--- src/rtl/fifo_pkg.sv ---
// Shared async-FIFO helpers: Gray/binary conversion and depth derivation.
// Functions work on zero-extended 32-bit values; callers pass the live width
// and cast the result back to their pointer width.
package fifo_pkg;

    localparam int PTR_MAX_W = 32;

    function automatic int fifo_depth(input int addr_w);
        return 1 << addr_w;
    endfunction

    function automatic logic [PTR_MAX_W-1:0] width_mask(input int width);
        if (width >= PTR_MAX_W) return '1;
        return (32'd1 << width) - 32'd1;
    endfunction

    function automatic logic [PTR_MAX_W-1:0] bin2gray(input logic [PTR_MAX_W-1:0] b,
                                                      input int width);
        logic [PTR_MAX_W-1:0] bm;
        bm = b & width_mask(width);
        return bm ^ (bm >> 1);
    endfunction

    // Prefix XOR from the MSB down, done with doubling shifts.
    function automatic logic [PTR_MAX_W-1:0] gray2bin(input logic [PTR_MAX_W-1:0] g,
                                                      input int width);
        logic [PTR_MAX_W-1:0] b;
        b = g & width_mask(width);
        b = b ^ (b >> 1);
        b = b ^ (b >> 2);
        b = b ^ (b >> 4);
        b = b ^ (b >> 8);
        b = b ^ (b >> 16);
        return b;
    endfunction

endpackage

--- src/rtl/sync_nff.sv ---
// Plain N-flop synchroniser chain, asynchronous active-high reset to zero.
module sync_nff #(
    parameter int WIDTH  = 4,
    parameter int STAGES = 2
) (
    input  logic             clk,
    input  logic             rst,
    input  logic [WIDTH-1:0] d,
    output logic [WIDTH-1:0] q
);

    logic [WIDTH-1:0] chain [STAGES];

    // Shift the asynchronous input through STAGES flops.
    always_ff @(posedge clk or posedge rst) begin
        if (rst) begin
            for (int i = 0; i < STAGES; i++) chain[i] <= '0;
        end else begin
            chain[0] <= d;
            for (int i = 1; i < STAGES; i++) chain[i] <= chain[i-1];
        end
    end

    assign q = chain[STAGES-1];

endmodule

--- src/rtl/wptr_full_ctrl.sv ---
// Write-side controller of the async FIFO: binary/Gray write pointers,
// read-pointer synchroniser, and registered full / almost-full / level /
// sticky overflow flags, all in the wclk domain.
module wptr_full_ctrl
    import fifo_pkg::*;
#(
    parameter int ADDR_W      = 3,
    parameter int AFULL_THR   = 1,
    parameter int SYNC_STAGES = 2
) (
    input  logic              wclk,
    input  logic              wreset,
    input  logic              winc,
    input  logic [ADDR_W:0]   rptr_gray_async,
    input  logic              wovf_clr,
    output logic [ADDR_W-1:0] waddr,
    output logic [ADDR_W:0]   wptr_gray,
    output logic              wen_ram,
    output logic              wfull,
    output logic              walmost_full,
    output logic [ADDR_W:0]   wlevel,
    output logic              woverflow
);

    localparam int            PW          = ADDR_W + 1;
    localparam int            DEPTH       = fifo_depth(ADDR_W);
    localparam int            AFULL_LVL_I = DEPTH - AFULL_THR;
    localparam logic [PW-1:0] AFULL_LVL   = PW'(AFULL_LVL_I);

    logic [PW-1:0] wbin;
    logic [PW-1:0] wbin_next;
    logic [PW-1:0] wgray_next;
    logic [PW-1:0] rq;
    logic [PW-1:0] rbin_s;
    logic [PW-1:0] level_next;
    logic [PW-1:0] full_pat;

    sync_nff #(
        .WIDTH  (PW),
        .STAGES (SYNC_STAGES)
    ) u_rptr_sync (
        .clk (wclk),
        .rst (wreset),
        .d   (rptr_gray_async),
        .q   (rq)
    );

    assign wen_ram    = winc & ~wfull;
    assign wbin_next  = wbin + {{ADDR_W{1'b0}}, wen_ram};
    assign wgray_next = PW'(bin2gray(32'(wbin_next), PW));
    assign rbin_s     = PW'(gray2bin(32'(rq), PW));
    assign level_next = wbin_next - rbin_s;
    assign waddr      = wbin[ADDR_W-1:0];

    // Full when the next write pointer sits exactly one lap ahead of the
    // synchronised read pointer: top two Gray bits inverted, rest equal.
    generate
        if (ADDR_W == 1) begin : g_pat_w1
            assign full_pat = ~rq;
        end else begin : g_pat_wn
            assign full_pat = {~rq[ADDR_W:ADDR_W-1], rq[ADDR_W-2:0]};
        end
    endgenerate

    // Binary and Gray write pointers advance together on every accepted write.
    always_ff @(posedge wclk or posedge wreset) begin
        if (wreset) begin
            wbin      <= '0;
            wptr_gray <= '0;
        end else begin
            wbin      <= wbin_next;
            wptr_gray <= wgray_next;
        end
    end

    // Status flags are registered from the same next-state values as the pointers.
    always_ff @(posedge wclk or posedge wreset) begin
        if (wreset) begin
            wfull        <= 1'b0;
            walmost_full <= 1'b0;
            wlevel       <= '0;
            woverflow    <= 1'b0;
        end else begin
            wfull        <= (wgray_next == full_pat);
            walmost_full <= (level_next >= AFULL_LVL);
            wlevel       <= level_next;
            if (winc && wfull)
                woverflow <= 1'b1;
            else if (wovf_clr)
                woverflow <= 1'b0;
        end
    end

endmodule

--- config.mk ---
export PLATFORM = sky130hd
export DESIGN_NAME = wptr_full_ctrl
export DESIGN_NICKNAME = d
export VERILOG_FILES = /design/src/rtl/fifo_pkg.sv /design/src/rtl/sync_nff.sv /design/src/rtl/wptr_full_ctrl.sv
export SDC_FILE = /design/constraint.sdc
export NUM_CORES = 1
export LEC_CHECK = 0
export BUFFER_PORTS_ARGS = -buffer_cell sky130_fd_sc_hd__buf_2
export CAP_MARGIN = 20
export CORE_ASPECT_RATIO = 1.75
export CORE_UTILIZATION = 35
export CTS_BUF_LIST = sky130_fd_sc_hd__clkbuf_8
export DETAILED_ROUTE_END_ITERATION = 12
export PLACE_DENSITY = 0.63
export SYNTH_ARGS = -nofsm -noshare
export SYNTH_HDL_FRONTEND = slang
export SYNTH_SLANG_ARGS = --single-unit
--- constraint.sdc ---
create_clock -name wclk -period 2.4 [get_ports wclk]
set_input_delay 0.48 -clock wclk [delete_from_list [all_inputs] [get_ports wclk]]
set_output_delay 0.48 -clock wclk [all_outputs]
set_load 0.005 [all_outputs]
======== Yosys cells after proc, flatten, opt, wreduce, memory -nomap -nowiden ========
Index checks and enable logic that the tools add are counted.
operators by class
  bitwise operators ....................... 9
  $add $sub $neg .......................... 2
  equality and inequality tests ........... 1
  muxes and demuxes ....................... 2
  reduce and logical (&&, ||, !) cells .... 2
  $lt $le $gt $ge ......................... 1
operator list
  kind                                                                   count
  4-bit by 1-bit XOR with 4-bit output, second input constant            3
  4-bit by 3-bit XOR with 4-bit output                                   2
  4-bit by 1-bit adder with 4-bit output                                 1
  4-bit equality test                                                    1
  4-bit by 3-bit >= comparator with 1-bit output, second input constant  1
  4-bit subtractor                                                       1
  4-bit by 2-bit XOR with 4-bit output                                   1
  1-bit 2-to-1 mux                                                       2
  2-bit inverter                                                         1
  2-bit nonzero test                                                     1
  1-bit bitwise AND                                                      1
  1-bit logical AND                                                      1
  1-bit inverter                                                         1
word-level totals
  register bits ........................... 23
  output and inout port bits .............. 15
  word-level logic and storage cells ...... 25
  input port bits ......................... 8

======== Longest topological paths before layout ========
Gate-level depths: netlist (run 1).
  depth in word-level cells ............... 7
  mapped depth ............................ 8
  gate-level depth less buffers ........... 8

======== Cells and area by module ========
Synthesis (run 1) repeated with hierarchy kept, for this count alone.
second synthesis, totals
  cells, all modules ...................... 71
  area, all modules ....................... 935.9 um^2
by module, submodules not included
  module          area each (um^2)  sequential area each (um^2)  cells an instance  times used
  wptr_full_ctrl  701.9             350.3                        58                 1
  sync_nff        234.0             200.2                        13                 1

======== Least setup slack after synthesis (run 1) ========
OpenSTA, ideal clock, no wires.
  path kind ............................... input port to flip-flop
  start ................................... in winc
  end ..................................... reg wfull
  path slack .............................. 0.283 ns
  arrival time ............................ 2.031 ns
  stages on the path ...................... 7
  setup time .............................. 0.087 ns
  path buffers ............................ 0
  data required time ...................... 2.313 ns
  cells stage by stage .................... nor2b_1 -> ha_1 -> ha_1 -> xor2_1 -> xor2_1 -> or3_1 -> a211oi_2
between the ends
  word-level cells in the longest chain between the ends .. 4
ends and longest elaborated chain
  what                                    RTL line              text
  start: declaration                      wptr_full_ctrl.sv:13  input logic winc,
  1-bit bitwise AND                       wptr_full_ctrl.sv:48  assign wen_ram = winc & ~wfull;
  4-bit by 1-bit adder with 4-bit output  wptr_full_ctrl.sv:49  assign wbin_next = wbin + {{ADDR_W{1'b0}}, wen_ram};
  net wbin_next[2]                        wptr_full_ctrl.sv:31  logic [PW-1:0] wbin_next;
  4-bit by 3-bit XOR with 4-bit output    fifo_pkg.sv:21        return bm ^ (bm >> 1);
  4-bit equality test                     wptr_full_ctrl.sv:84  wfull <= (wgray_next == full_pat);
  end signal: assignment                  wptr_full_ctrl.sv:84
  end: declaration                        wptr_full_ctrl.sv:19  output logic wfull,
The timed path passes the listed nets, and every way through them passes these cells.
A chain may end at the register's enable or synchronous reset.

======== Worst setup path in the final report (run 1) ========
  start ................................... reg u_rptr_sync.chain, in the netlist u_rptr_sync.q[3]
  end ..................................... reg walmost_full
between the ends
  word-level cells in the longest chain between the ends .. 7
ends and longest elaborated chain
  what                                            RTL line              text
  start: declaration                              sync_nff.sv:12        logic [WIDTH-1:0] chain [STAGES];
  4-bit by 3-bit XOR with 4-bit output            fifo_pkg.sv:29        b = b ^ (b >> 1);
  4-bit by 2-bit XOR with 4-bit output            fifo_pkg.sv:30        b = b ^ (b >> 2);
  4-bit by 1-bit XOR with 4-bit output            fifo_pkg.sv:31        b = b ^ (b >> 4);
  4-bit by 1-bit XOR with 4-bit output            fifo_pkg.sv:32        b = b ^ (b >> 8);
  4-bit by 1-bit XOR with 4-bit output            fifo_pkg.sv:33        b = b ^ (b >> 16);
  4-bit subtractor                                wptr_full_ctrl.sv:52  assign level_next = wbin_next - rbin_s;
  net level_next[2]                               wptr_full_ctrl.sv:35  logic [PW-1:0] level_next;
  4-bit by 3-bit >= comparator with 1-bit output  wptr_full_ctrl.sv:85  walmost_full <= (level_next >= AFULL_LVL);
  end signal: assignment                          wptr_full_ctrl.sv:85
  end: declaration                                wptr_full_ctrl.sv:20  output logic walmost_full,
The timed path passes the listed nets, and every way through them passes these cells.

==> flow_summary_export.csv, run 1 <==
group,metric,value,unit
clock_network,cts.htree.levels,1,
power,leakage,0.552,nW
critical_path,slowest_stage,"dfrtp_1",
sta,min_period,2.17,ns
clock_network,root_buffer,"clkbuf_8",
critical_path,r2r_end,"walmost_full$_DFF_PP0_",
critical_path,critical_path_required,2.59,ns
clock_network,cts_resized,0,
sta,setup_viol_count_final,0,
detailed_routing,antenna_left,0,
logic_synthesis,synth.yosys.warnings,0,
detailed_routing,routed_via_density,4.52,
logic_synthesis,synth_top_area_share,62.3,%
sta,final.setup_skew,0.000512,ns
detailed_routing,num_vias,542,
final_layout,nets,110,
global_routing,grt_usage,12.9,%
detailed_routing,routedWlPerCell,11.4,µm
sta,rsz0062_at_grt,"no",
place,portBuffers,22,
critical_path,r2r_start,"u_rptr_sync.q[3]$_DFF_PP0_",
detailed_routing,drc,0,
clock_network,insertion_delay,0.26,ns
final_layout,layout.cells.non_filler,120,
detailed_routing,drt-initial-drc-count,5,
die,die-area,0.00274,mm²
critical_path,cp-end-kind,"flop",
critical_path,path_class,"flop to flop",
critical_path,reg2reg_depth,8,
critical_path,regToRegSetupSlack,0.23,ns
die,core_area,0.00233,mm²
clock_network,tritoncts,"done",
clock_network,holdBufCountCts,0,
global_routing,antenna_found_initial,0,
place,place.gp.congestion,0.773,
clock_network,post-cts-setup-buffers,0,
final_layout,n_antenna_cell,0,
final_layout,final_cell_mix,"buf_2, dfrtp_1, xnor2_1",
flow_run,drv_cap,0,
global_routing,grt_pass1_wl,2280,µm
sta,slew_headroom,47.5,%
worst_hold_path,min_from,"rptr_gray_async[2]",
place,place_hpwl,1090,µm
logic_synthesis,synthDistinctLibCells,14,
die,fp.dieW,40.0,µm
critical_path,critPathArrivalTime,2.36,ns
clock_network,clkTransAtPathRegs,0.07,ns
logic_synthesis,ys_ff_latch,22,
sta,final_hold_viol_count,0,
logic_synthesis,synth_area,883,µm²
critical_path,crit_fanout,3,
die,die-height,68.5,µm
detailed_routing,routed_wirelength,1360,µm
worst_hold_path,min_delay_worst_endpoint,"u_rptr_sync.chain[6]$_DFF_PP0_",
logic_synthesis,ys_top_cells_by_area,"dfrtp_1, xnor2_1, ha_1, xor2_1, inv_1",
die,num_rows,23,
power,ir_drop,505,µV
run_status,status,"finished, final reports clean",
die,start_util,37.9,%
sta,period_share,90.2,%
global_routing,grt_max_degree,23,
global_routing,overflow,0,
logic_synthesis,synth_compound_area_share,4.25,%
sta,setup_slack,0.234,ns
sta,tns,0,ns
logic_synthesis,yosysSeqAreaShare,62.3,%
place,dp_slack,0.127,ns
sta,final_max_slew_viol_count,0,
clock_network,cts_sinks,22,
sta,fmax,462,MHz
clock_network,cts_buffers,3,
power,power.density,1490,mW/mm²
die,ios,23,
logic_synthesis,synth_nets,80,
logic_synthesis,synth.mux.area_fraction,0,%
critical_path,path_cells,"xnor2_1 > xor2_1 > xnor2_1 > ha_1 > fa_1 > xnor2_1 > nand3_1 > nand3_1",
logic_synthesis,yosysTopAreaCell,"dfrtp_1",
power,p_total,1.65,mW
logic_synthesis,synthAdderAreaFrac,9.35,%
final_layout,drive_above_1_share,31.6,%
place,dpl.cell_count,116,
worst_hold_path,hold_path.class,"input pin to flop",
critical_path,cp-startpoint,"u_rptr_sync.q[3]$_DFF_PP0_",
critical_path,slowest_delay,0.40,ns
logic_synthesis,synth_cells,66,
detailed_routing,drt-pass1-iter-count,3,
clock_network,cts_buffer_depth,2,
critical_path,path_common_cell,"xnor2_1",
logic_synthesis,avgSynthCellArea,13.4,µm²
logic_synthesis,synthSimpleGateAreaFrac,5.81,%
critical_path,startpoint_type,"flop",
global_routing,grt_pass1_vias,561,
logic_synthesis,synth_top_family_by_area,"XOR/XNOR gates",
sta,worstMarginPinSlew,0.787,ns
logic_synthesis,yosys.area_share.xor_xnor,14.9,%
worst_hold_path,min_path_cells,1,
final_layout,syn_to_final_growth,24.8,%
cell families after synthesis:
kind of cell               after synthesis
buffers and inverters                    8
and+or+nand+nor                         10
xor gates and xnor gates                15
adders and majority gates                6
DFF                                     22
AOI/OAI and AO/OA                        5
report_power, final:
group          switching, mW  total [mW]  internal, mW
Clock                  0.111       0.257         0.146
Sequential            0.0608       0.571         0.511
Combinational          0.413       0.819         0.406
layer usage:
metal  vias to the layer above  GRT usage (%)  share of wire (%)
met5                         -              0                  0
met4                         0           9.05                2.0
met3                         4           1.95                2.6
met2                        13           23.6                 60
met1                       259           11.8                 35
li1                        266              -                  -
registers in the layout (all words and copies together) (netlist names):
| register | flops |
|---|---|
| u_rptr_sync.chain | 4 |
| u_rptr_sync.q | 4 |
| walmost_full | 1 |
| wbin | 4 |
| wfull | 1 |
| wlevel | 4 |
| woverflow | 1 |
| wptr_gray | 3 |
layout make-up:
| cell class | instances | area, µm² |
|---|---|---|
| fill | 211 | 1230 |
| clock buffer | 4 | 55.1 |
| sequential | 22 | 551 |
| timing repair buffer | 25 | 133 |
| multi-input combinational | 36 | 303 |
| inverter | 8 | 30.0 |
| tap | 25 | 31.3 |
how the worst max path moves through the flow:
stage                                         to  cells past startpoint
after floorplan                  wfull$_DFF_PP0_                      7
after global placement    walmost_full$_DFF_PP0_                      9
after detailed placement  walmost_full$_DFF_PP0_                      9
after CTS                 walmost_full$_DFF_PP0_                      8
after global routing      walmost_full$_DFF_PP0_                      8
final                     walmost_full$_DFF_PP0_                      8
worst max-delay path: cells and delay by family, from the launching register on:
family	cells	cell delay, ns
flip-flops	1	0.40
XOR/XNOR	4	0.92
adder cells (fa/ha/maj)	2	0.60
AND/OR/NAND/NOR	2	0.19
metrics by stage:
stage | hold WS [ns] | cell area [µm²] | util (%)
finish | 0.323 | 1100 | 47.3
global route | 0.312 | 1100 | 47.3
CTS | 0.319 | 1100 | 47.3
detailed placement | 0.337 | 1050 | 44.9
global placement | 0.334 | 1050 | 44.9
floorplan | 0.331 | 883 | -
cells in the mapped netlist (all sizes together):
cell / instances
ha: 5
inv: 8
nand2: 2
or3: 1
nor2b: 2
nand3: 5
o21ai: 2
a21boi: 1
xor2: 5
a21o: 1
fa: 1
a211oi: 1
xnor2: 10
dfrtp: 22
(Power assumes the default switching activity.)
==> run 2: changes to the inputs <==
--- a/config.mk
+++ b/config.mk
@@ -5,13 +5,14 @@
 export SDC_FILE = /design/constraint.sdc
 export NUM_CORES = 1
 export LEC_CHECK = 0
+export ABC_AREA = 1
 export BUFFER_PORTS_ARGS = -buffer_cell sky130_fd_sc_hd__buf_2
 export CAP_MARGIN = 20
 export CORE_ASPECT_RATIO = 1.75
 export CORE_UTILIZATION = 35
 export CTS_BUF_LIST = sky130_fd_sc_hd__clkbuf_8
 export DETAILED_ROUTE_END_ITERATION = 12
-export PLACE_DENSITY = 0.63
+export PLACE_DENSITY = 0.62
 export SYNTH_ARGS = -nofsm -noshare
 export SYNTH_HDL_FRONTEND = slang
 export SYNTH_SLANG_ARGS = --single-unit
==> run 2 against run 1 <==
  * Synthesized cell count up 41%
  * Clock power increased by 3%
  * Area after synthesis grew 6.7%
  * Sequential share of layout area shrank 1.6 points
  * Cell area increased by 3.4%
  * Combinational power is 8.3% lower
  * Register-to-register slack better by 0.08 ns
  * Setup slack better by 0.079 ns
  * Die area is 6.4% higher
  * Largest power group unchanged
==> flow_summary_export.csv, run 2 <==
group,metric,value,unit
critical_path,path_delay_family,"adder cells",
logic_synthesis,asyncSetResetFlopFracSynth,100,%
critical_path,slowest_delay,0.39,ns
detailed_routing,route.met3.wl,84,µm
logic_synthesis,synth-main-ff-cell,"dfrtp_1",
logic_synthesis,yosysTopAreaCell,"dfrtp_1",
sta,tns,0,ns
clock_network,cts_buffer_depth,2,
final_layout,drive_above_1_share,23.5,%
final_layout,final_common_cell,"nand2_1",
sta,fmax,479,MHz
logic_synthesis,yosysSeqAreaShare,58.4,%
sta,slew_headroom,46.5,%
sta,setup_slack,0.314,ns
critical_path,startpoint_type,"flop",
sta,period_share,86.9,%
sta,final.setup_skew,0.00192,ns
place,place.gp.congestion,0.801,
sta,worstMarginPinSlew,0.801,ns
die,num_rows,24,
detailed_routing,highest_layer,"met4",
die,core_area,0.00252,mm²
clock_network,cts.htree.levels,1,
final_layout,nets,134,
detailed_routing,routedWlPerCell,11.8,µm
die,fp.dieW,41.2,µm
clock_network,cts_buffers,3,
logic_synthesis,ys_ff_latch,22,
clock_network,holdBufCountCts,0,
clock_network,insertion_delay,0.27,ns
detailed_routing,routed_via_density,4.76,
logic_synthesis,synth_nets,107,
clock_network,root_buffer,"clkbuf_8",
critical_path,path_class,"flop to flop",
logic_synthesis,synthDistinctLibCells,14,
sta,rsz0062_at_grt,"no",
critical_path,slowest_stage,"dfrtp_1",
global_routing,grt_usage,14.6,%
critical_path,critPathArrivalTime,2.24,ns
critical_path,path_cells,"nor2_1 > ha_1 > ha_1 > inv_1 > nand2_1 > nand2_1 > ha_1 > a21oi_1 > inv_1 > nand2_1 > nand3_1",
sta,setup_viol_count_final,0,
die,start_util,37.4,%
detailed_routing,routed_wirelength,1710,µm
global_routing,grt_pass1_vias,669,
run_status,status,"finished, final reports clean",
clock_network,cts_resized,0,
detailed_routing,drt-pass1-iter-count,4,
detailed_routing,drt-initial-drc-count,25,
die,ios,23,
clock_network,clkTransAtPathRegs,0.07,ns
logic_synthesis,avgSynthCellArea,10.1,µm²
detailed_routing,drc,0,
logic_synthesis,synth_cells,93,
sta,final_hold_viol_count,0,
die,die-height,70.6,µm
logic_synthesis,synth.yosys.warnings,0,
logic_synthesis,ys_top_cells_by_area,"dfrtp_1, nand2_1, inv_1, nand3_1, ha_1",
critical_path,crit_fanout,4,
global_routing,grt_pass1_wl,2740,µm
detailed_routing,num_vias,690,
detailed_routing,antenna_left,0,
worst_hold_path,hold_path.class,"input pin to flop",
power,leakage,0.641,nW
clock_network,cts_sinks,22,
place,post_dp_cell_area,0.00108,mm²
detailed_routing,wl_met2,924,µm
final_layout,final_cell_mix,"nand2_1, buf_2, dfrtp_1",
flow_run,drv_cap,0,
final_layout,fill_cells,259,
critical_path,cp-end-kind,"flop",
power,ir_drop,739,µV
logic_synthesis,synth_top_area_share,58.4,%
place,dp_slack,0.139,ns
clock_network,post-cts-setup-buffers,0,
power,power.density,1380,mW/mm²
global_routing,overflow,0,
logic_synthesis,ys_top_cells_by_count,"nand2_1, dfrtp_1, inv_1, nand3_1, ha_1",
die,die-area,0.00291,mm²
critical_path,critPathBufInv,2,
final_layout,n_antenna_cell,0,
sta,final_max_slew_viol_count,0,
detailed_routing,wl_met1,636,µm
clock_network,tritoncts,"done",
global_routing,antenna_found_initial,0,
logic_synthesis,synth.most_common_cell,"nand2_1",
final_layout,design_area,0.00114,mm²
global_routing,grt_max_degree,23,
sta,min_period,2.09,ns
logic_synthesis,synth_edf_count,0,
place,place_hpwl,1250,µm
final_layout,syn_to_final_growth,21.0,%
logic_synthesis,synth_area,942,µm²
critical_path,critical_path_required,2.56,ns
place,portBuffers,22,
==> run 2: path summary, 6_finish.rpt <==
path	from	to	slack, ns	cells past startpoint
worst max register to register	wfull$_DFF_PP0_	walmost_full$_DFF_PP0_	0.31	11
min in group asynchronous	wreset	u_rptr_sync.chain[6]$_DFF_PP0_	0.35	2
worst min-delay path	rptr_gray_async[0]	u_rptr_sync.chain[4]$_DFF_PP0_	0.31	1
worst max-delay path	wfull$_DFF_PP0_	walmost_full$_DFF_PP0_	0.31	11
worst min register to register	u_rptr_sync.chain[4]$_DFF_PP0_	u_rptr_sync.q[0]$_DFF_PP0_	0.35	0
max in group asynchronous	wreset	wbin[0]$_DFF_PP0_	1.55	2
==> run 2: area by class of cell <==
type	count	area [µm²]	share of cell area (%)
multi-input cells	53	324	28.4
well taps	26	32.5	2.85
inverters	18	67.6	5.93
clock buffers	4	55.1	4.83
repair buffers	22	110	9.66
flip-flops and latches	22	551	48.3
==> run 2: stage by stage <==
| stage | power [mW] | instances | utilization, % | hold slack, ns |
|---|---|---|---|---|
| global route | 1.72 | 145 | 45.2 | 0.303 |
| floorplan | 1.06 | 93 | - | 0.331 |
| CTS | 1.59 | 145 | 45.2 | 0.305 |
| detailed placement | 1.30 | 141 | 43.0 | 0.336 |
| finish | 1.58 | 145 | 45.2 | 0.312 |
| global placement | 1.29 | 141 | 43.0 | 0.332 |
==> run 2: per-layer routing <==
layer	global-route usage, %	vias to the layer above
met1	14.2	323
li1	-	336
met3	2.82	5
met5	0	-
met2	24.8	26
met4	9.68	0
==> run 2: kinds of logic after synthesis <==
group	share of synthesized area [%]
compound gates	1.86
flops	58.4
xor+xnor	6.24
fa+ha+maj	8.77
buf+inv	7.17
simple gates	17.5
==> run 2: report_power, final <==
part           switching (mW)  internal [mW]
Clock                   0.119          0.147
Combinational           0.448          0.303
Sequential             0.0584          0.502
